==> src/rtl/store_serializer_pkg.sv <==
// rtl/store_serializer_pkg.sv - size encodings and FSM state type for the store serializer
package store_serializer_pkg;

    localparam logic [1:0] SZ_BYTE = 2'b00;
    localparam logic [1:0] SZ_HALF = 2'b01;
    localparam logic [1:0] SZ_WORD = 2'b10;
    localparam logic [1:0] SZ_ILL  = 2'b11;

    typedef enum logic [1:0] {
        ST_IDLE = 2'd0,
        ST_SEND = 2'd1,
        ST_RESP = 2'd2
    } state_t;

endpackage

==> src/rtl/store_serializer_if.sv <==
// rtl/store_serializer_if.sv - request and byte-beat memory port bundle
interface store_serializer_if #(
    parameter int ADDR_W = 32
);
    logic              req_valid;
    logic              req_ready;
    logic [ADDR_W-1:0] req_addr;
    logic [31:0]       req_data;
    logic [1:0]        req_size;
    logic              mem_valid;
    logic              mem_ready;
    logic [ADDR_W-1:0] mem_addr;
    logic [7:0]        mem_data;
    logic              done;
    logic              err;

    modport master (
        output req_valid, req_addr, req_data, req_size, mem_ready,
        input  req_ready, mem_valid, mem_addr, mem_data, done, err
    );

    modport slave (
        input  req_valid, req_addr, req_data, req_size, mem_ready,
        output req_ready, mem_valid, mem_addr, mem_data, done, err
    );
endinterface

==> src/rtl/store_align_check.sv <==
// rtl/store_align_check.sv - legality check and last-beat index for a store request
module store_align_check
    import store_serializer_pkg::*;
(
    input  logic [1:0] size,
    input  logic [1:0] addr_lo,
    output logic       illegal,
    output logic [1:0] last_cnt
);

    always_comb begin
        illegal  = 1'b0;
        last_cnt = 2'd0;
        case (size)
            SZ_BYTE: last_cnt = 2'd0;
            SZ_HALF: begin
                last_cnt = 2'd1;
                illegal  = addr_lo[0];
            end
            SZ_WORD: begin
                last_cnt = 2'd3;
                illegal  = |addr_lo;
            end
            default: illegal = 1'b1;
        endcase
    end

endmodule

==> src/rtl/store_serializer.sv <==
// rtl/store_serializer.sv - narrows a register store into little-endian byte beats
module store_serializer
    import store_serializer_pkg::*;
#(
    parameter int ADDR_W = 32
) (
    input  logic clk,
    input  logic rst_n,
    store_serializer_if.slave bus
);

    state_t            state_q, state_d;
    logic [1:0]        cnt_q;
    logic [1:0]        last_q;
    logic [ADDR_W-1:0] addr_q;
    logic [31:0]       data_q;
    logic              err_q;
    logic              illegal;
    logic [1:0]        last_cnt;
    logic              accept;
    logic              beat;

    store_align_check u_align (
        .size     (bus.req_size),
        .addr_lo  (bus.req_addr[1:0]),
        .illegal  (illegal),
        .last_cnt (last_cnt)
    );

    assign accept = (state_q == ST_IDLE) && bus.req_valid;
    assign beat   = (state_q == ST_SEND) && bus.mem_ready;

    always_ff @(posedge clk or negedge rst_n) begin
        if (!rst_n) begin
            state_q <= ST_IDLE;
        end else begin
            state_q <= state_d;
        end
    end

    always_ff @(posedge clk or negedge rst_n) begin
        if (!rst_n) begin
            cnt_q  <= 2'd0;
            last_q <= 2'd0;
            addr_q <= '0;
            data_q <= 32'd0;
            err_q  <= 1'b0;
        end else if (accept) begin
            cnt_q  <= 2'd0;
            last_q <= last_cnt;
            addr_q <= bus.req_addr;
            data_q <= bus.req_data;
            err_q  <= illegal;
        end else if (beat) begin
            cnt_q <= cnt_q + 2'd1;
        end
    end

    // Beat outputs are decoded from state so reset clears them without waiting for a clock.
    always_comb begin
        state_d       = state_q;
        bus.req_ready = 1'b0;
        bus.mem_valid = 1'b0;
        bus.mem_addr  = '0;
        bus.mem_data  = 8'd0;
        bus.done      = 1'b0;
        bus.err       = 1'b0;
        case (state_q)
            ST_IDLE: begin
                bus.req_ready = 1'b1;
                if (bus.req_valid) begin
                    state_d = illegal ? ST_RESP : ST_SEND;
                end
            end
            ST_SEND: begin
                bus.mem_valid = 1'b1;
                bus.mem_addr  = addr_q + ADDR_W'(cnt_q);
                bus.mem_data  = data_q[8*cnt_q +: 8];
                if (bus.mem_ready && (cnt_q == last_q)) begin
                    state_d = ST_RESP;
                end
            end
            ST_RESP: begin
                bus.done = !err_q;
                bus.err  = err_q;
                state_d  = ST_IDLE;
            end
            default: state_d = ST_IDLE;
        endcase
    end

endmodule

==> src/flat_wrapper.sv <==
// flat-port wrapper written by rule: the top's interface ports become plain ports
module store_serializer_flat import store_serializer_pkg::*;
#(
    parameter int ADDR_W = 32
)
  (clk, rst_n, bus_req_valid, bus_req_addr, bus_req_data, bus_req_size, bus_mem_ready, bus_req_ready, bus_mem_valid, bus_mem_addr, bus_mem_data, bus_done, bus_err);
  store_serializer_if #(.ADDR_W(ADDR_W)) bus_i ();
  input  logic clk;
  input  logic rst_n;
  input wire logic [$bits(bus_i.req_valid)-1:0] bus_req_valid;
  input wire logic [$bits(bus_i.req_addr)-1:0] bus_req_addr;
  input wire logic [$bits(bus_i.req_data)-1:0] bus_req_data;
  input wire logic [$bits(bus_i.req_size)-1:0] bus_req_size;
  input wire logic [$bits(bus_i.mem_ready)-1:0] bus_mem_ready;
  output wire logic [$bits(bus_i.req_ready)-1:0] bus_req_ready;
  output wire logic [$bits(bus_i.mem_valid)-1:0] bus_mem_valid;
  output wire logic [$bits(bus_i.mem_addr)-1:0] bus_mem_addr;
  output wire logic [$bits(bus_i.mem_data)-1:0] bus_mem_data;
  output wire logic [$bits(bus_i.done)-1:0] bus_done;
  output wire logic [$bits(bus_i.err)-1:0] bus_err;
  assign bus_i.req_valid = bus_req_valid;
  assign bus_i.req_addr = bus_req_addr;
  assign bus_i.req_data = bus_req_data;
  assign bus_i.req_size = bus_req_size;
  assign bus_i.mem_ready = bus_mem_ready;
  assign bus_req_ready = bus_i.req_ready;
  assign bus_mem_valid = bus_i.mem_valid;
  assign bus_mem_addr = bus_i.mem_addr;
  assign bus_mem_data = bus_i.mem_data;
  assign bus_done = bus_i.done;
  assign bus_err = bus_i.err;
  store_serializer #(.ADDR_W(ADDR_W)) u_core (.clk(clk), .rst_n(rst_n), .bus(bus_i));
endmodule
==> config.mk <==
export PLATFORM = sky130hd
export DESIGN_NAME = store_serializer_flat
export DESIGN_NICKNAME = d
export VERILOG_FILES = /design/src/rtl/store_serializer_pkg.sv /design/src/rtl/store_serializer_if.sv /design/src/rtl/store_align_check.sv /design/src/rtl/store_serializer.sv /design/src/flat_wrapper.sv
export SDC_FILE = /design/constraint.sdc
export NUM_CORES = 1
export LEC_CHECK = 0
export CAP_MARGIN = 0
export CORE_MARGIN = 5
export CORE_UTILIZATION = 51
export DETAILED_ROUTE_END_ITERATION = 12
export PLACE_DENSITY_LB_ADDON = 0.3
export SLEW_MARGIN = 20
export SYNTH_ARGS = -nofsm -noshare
export SYNTH_HDL_FRONTEND = slang
export SYNTH_SLANG_ARGS = --single-unit
==> constraint.sdc <==
create_clock -name clk -period 6.7 [get_ports clk]
set_input_delay 1.34 -clock clk [delete_from_list [all_inputs] [get_ports clk]]
set_output_delay 1.34 -clock clk [all_outputs]
set_load 0.02 [all_outputs]
==> out/qor.csv <==
stage,metric,value,unit
power_and_ir_drop,p_clk_frac,0.165,
synth,yosys_warnings,0,
synth,syn_inst,469,
route,drt_iter0_drc,201,
clock_network,ctsResizeCount,0,
power_and_ir_drop,switching_share,0.421,
setup_path,cp_max_fo,12,
place,place_congestion,0.826,
route,post_drt_via_cell_ratio,5.32,
timing,hold_violations,0,
power_and_ir_drop,peakVddDrop,0.178,mV
setup_path,r2r_cells,5,
synth,synth_area,0.00386,mm²
clock_network,holdBufCountCts,0,
timing,final.setup.tns,0,ns
route,drc,0,
setup_path,worstReg2RegStart,u_core.state_q[1],
finish,n_antenna_cell,0,
route,ant_nets,0,
setup_path,cp-end-kind,output pin,
setup_path,crit_chain,"ha_1, fa_1, nand4_2, or3_1, or4_1, a21oi_1, clkdlybuf4s50_1",
synth,synth_area_leaders,"dfrtp_1, nand2_1, mux4_2",
finish,synthToLayoutAreaGrowth,36.0,%
die,io_pins,114,
timing,slew_viol_final,0,
finish,fin_nets,647,
die,initial_core_util,0.527,
finish,final_common_cell,nand2_1,
timing,min_period,5.26,ns
clock_network,worstSkewPairLatency,0.33,ns
synth,synth.top_cell.area_share,0.460,
die,die_y,97.1,µm
grt,grt_pass1_wl,17.6,mm
synth,syn-num-nets,545,
die,core,0.00733,mm²
clock_network,numCtsBuffers,9,
hold_path,min_from,u_core.data_q[12],
power_and_ir_drop,cellPowerDensity,407,mW/mm²
power_and_ir_drop,netSwitchingPower,0.000901,W
grt,groute.usage.overall,0.222,
power_and_ir_drop,p_int,0.00124,W
grt,antenna_found_initial,0,
route,post_drt_wl_per_cell,15.2,µm
place,port_buffers,113,
clock_network,numClockSinks,71,
clock_network,htree_levels,3,
grt,grt_pass1_vias,3741,
route,drt_wl_total,10.3,mm
clock_network,cts_root_buf,clkbuf_8,
hold_path,min_path_cells,2,
power_and_ir_drop,finalPower,0.00214,W
die,die_x,97.1,µm
synth,avgSynthCellArea,8.24,µm²
setup_path,critPathMaxStageDelay,0.78,ns
die,row_count,31,
route,firstDrtPassIters,4,
power_and_ir_drop,seq_power_share,0.392,
setup_path,crit_required,5.36,ns
setup_path,cp_slowest_cell,dfrtp_1,
flow_run,max-cap-violations,0,
setup_path,crit_arrival,3.92,ns
setup_path,crit_path_start,u_core.cnt_q[0],
finish,final_cell_mix,"nand2_1, clkdlybuf4s50_1, dfrtp_1",
setup_path,criticalPathCategory,reg2out,
timing,rsz0062_at_grt,no,
grt,overflow,0,
timing,fmax,190,MHz
grt,grt_max_degree,72,
finish,drive_above_1_share,0.0608,
clock_network,postCtsSetupRepairBufs,0,
synth,synth-seq-cells,71,
place,dp_hpwl,7.34,mm
clock_network,clk_path_buf_depth,2,
timing,skew,0.00969,ns
synth,ys_seq_area_frac,0.460,
timing,worst_slew_pin_slew,0.894,ns
timing,timing.slew.headroom,0.404,
timing,fin_crit_sh,0.785,
die,dieArea,0.00942,mm²
power_and_ir_drop,p_comb_frac,0.443,
route,vias,3594,
power_and_ir_drop,power_leakage,2.32,nW
hold_path,hp-class,reg2reg,
synth,synth_top_area_cell,dfrtp_1,
timing,setup_viol,0,
clock_network,cts_tree,done,
synth,synth_cell_type_count,36,
clock_network,path_clk_slew,0.09,ns
setup_path,start_kind,flop,
run_status,status,completed,
==> cells in the mapped netlist (all sizes together) <==
cell type,number
or4,12
or3,6
o22ai,1
ha,5
nor4,5
nand3,12
fa,1
inv,9
clkbuf,20
buf,6
and4,4
xor2,3
nand3b,1
nor3,3
mux4,8
a21oi,19
dfrtp,71
and2,11
mux2i,2
and3b,1
xnor2,11
a22o,1
nand2,200
nor2b,1
nand4,7
nand2b,2
o31ai,10
nor3b,2
o21ai,13
o311ai,2
nor2,20
==> kinds of logic after synthesis <==
family,share of synthesized area
AND/OR/NAND/NOR,0.331
flip-flops,0.460
AO/OA/AOI/OAI,0.0693
buffers and inverters,0.0350
XOR/XNOR,0.0317
multiplexers,0.0518
adder cells (fa/ha/maj),0.0214
==> critical path, delay by kind of cell (launching register included) <==
kind,cells,cell delay (ns)
AO/OA/AOI/OAI,1,0.19
buffers and inverters,1,0.65
adder cells (fa/ha/maj),2,0.57
AND/OR/NAND/NOR,3,1.41
flip-flops,1,0.78
==> power groups by stage <==
stage | logic, W | clock network [W] | registers (W)
finish | 0.000947 | 0.000352 | 0.000838
global route | 0.00106 | 0.000376 | 0.000870
CTS | 0.000955 | 0.000357 | 0.000835
detailed placement | 0.000950 | 0 | 0.000842
global placement | 0.000918 | 0 | 0.000823
floorplan | 0.000637 | 0 | 0.000765
==> metrics by stage <==
step                      setup WS, ns  instances  utilization  hold WS (ns)  instance area, µm²
after floorplan                   3.00        469            -         0.440                3860
after global placement            1.94        659        0.689         0.453                5050
after detailed placement          1.77        659        0.689         0.460                5050
after CTS                         1.39        675        0.717         0.484                5250
after global routing              1.19        675        0.717         0.504                5260
final                             1.44        675        0.717         0.481                5260
==> metal layers <==
metal / part of all wire / global-route usage / vias to the layer above / wire length, µm
met5: 0 / 0 / - / 0
met4: 0.014 / 0.0691 / 0 / 146
met3: 0.048 / 0.0459 / 14 / 489
met2: 0.51 / 0.367 / 113 / 5260
met1: 0.43 / 0.293 / 1695 / 4370
li1: - / - / 1772 / -
==> registers in the layout, summed over array words and instances, names as in the netlist <==
register and cells:
u_core.state_q 2, u_core.err_q 1, u_core.data_q 32, u_core.cnt_q 2, u_core.last_q 2, u_core.addr_q 32
==> cell type report <==
class,count,area [µm²]
clock inverter,7,80.1
tap,99,124
timing repair buffer,117,1160
sequential,71,1780
inverter,9,33.8
multi-input combinational,363,1960
clock buffer,9,124
fill,562,2080
==> path summary, 6_finish.rpt <==
check,end,slack (ns)
setup reg to reg,u_core.cnt_q[1],4.58
setup / recovery,bus_mem_addr[26],1.44
max in group asynchronous,u_core.addr_q[29],4.90
min in group asynchronous,u_core.addr_q[15],1.20
hold / removal,u_core.data_q[12],0.48
hold reg to reg,u_core.data_q[12],0.48
Power figures use the tool's default switching activity.
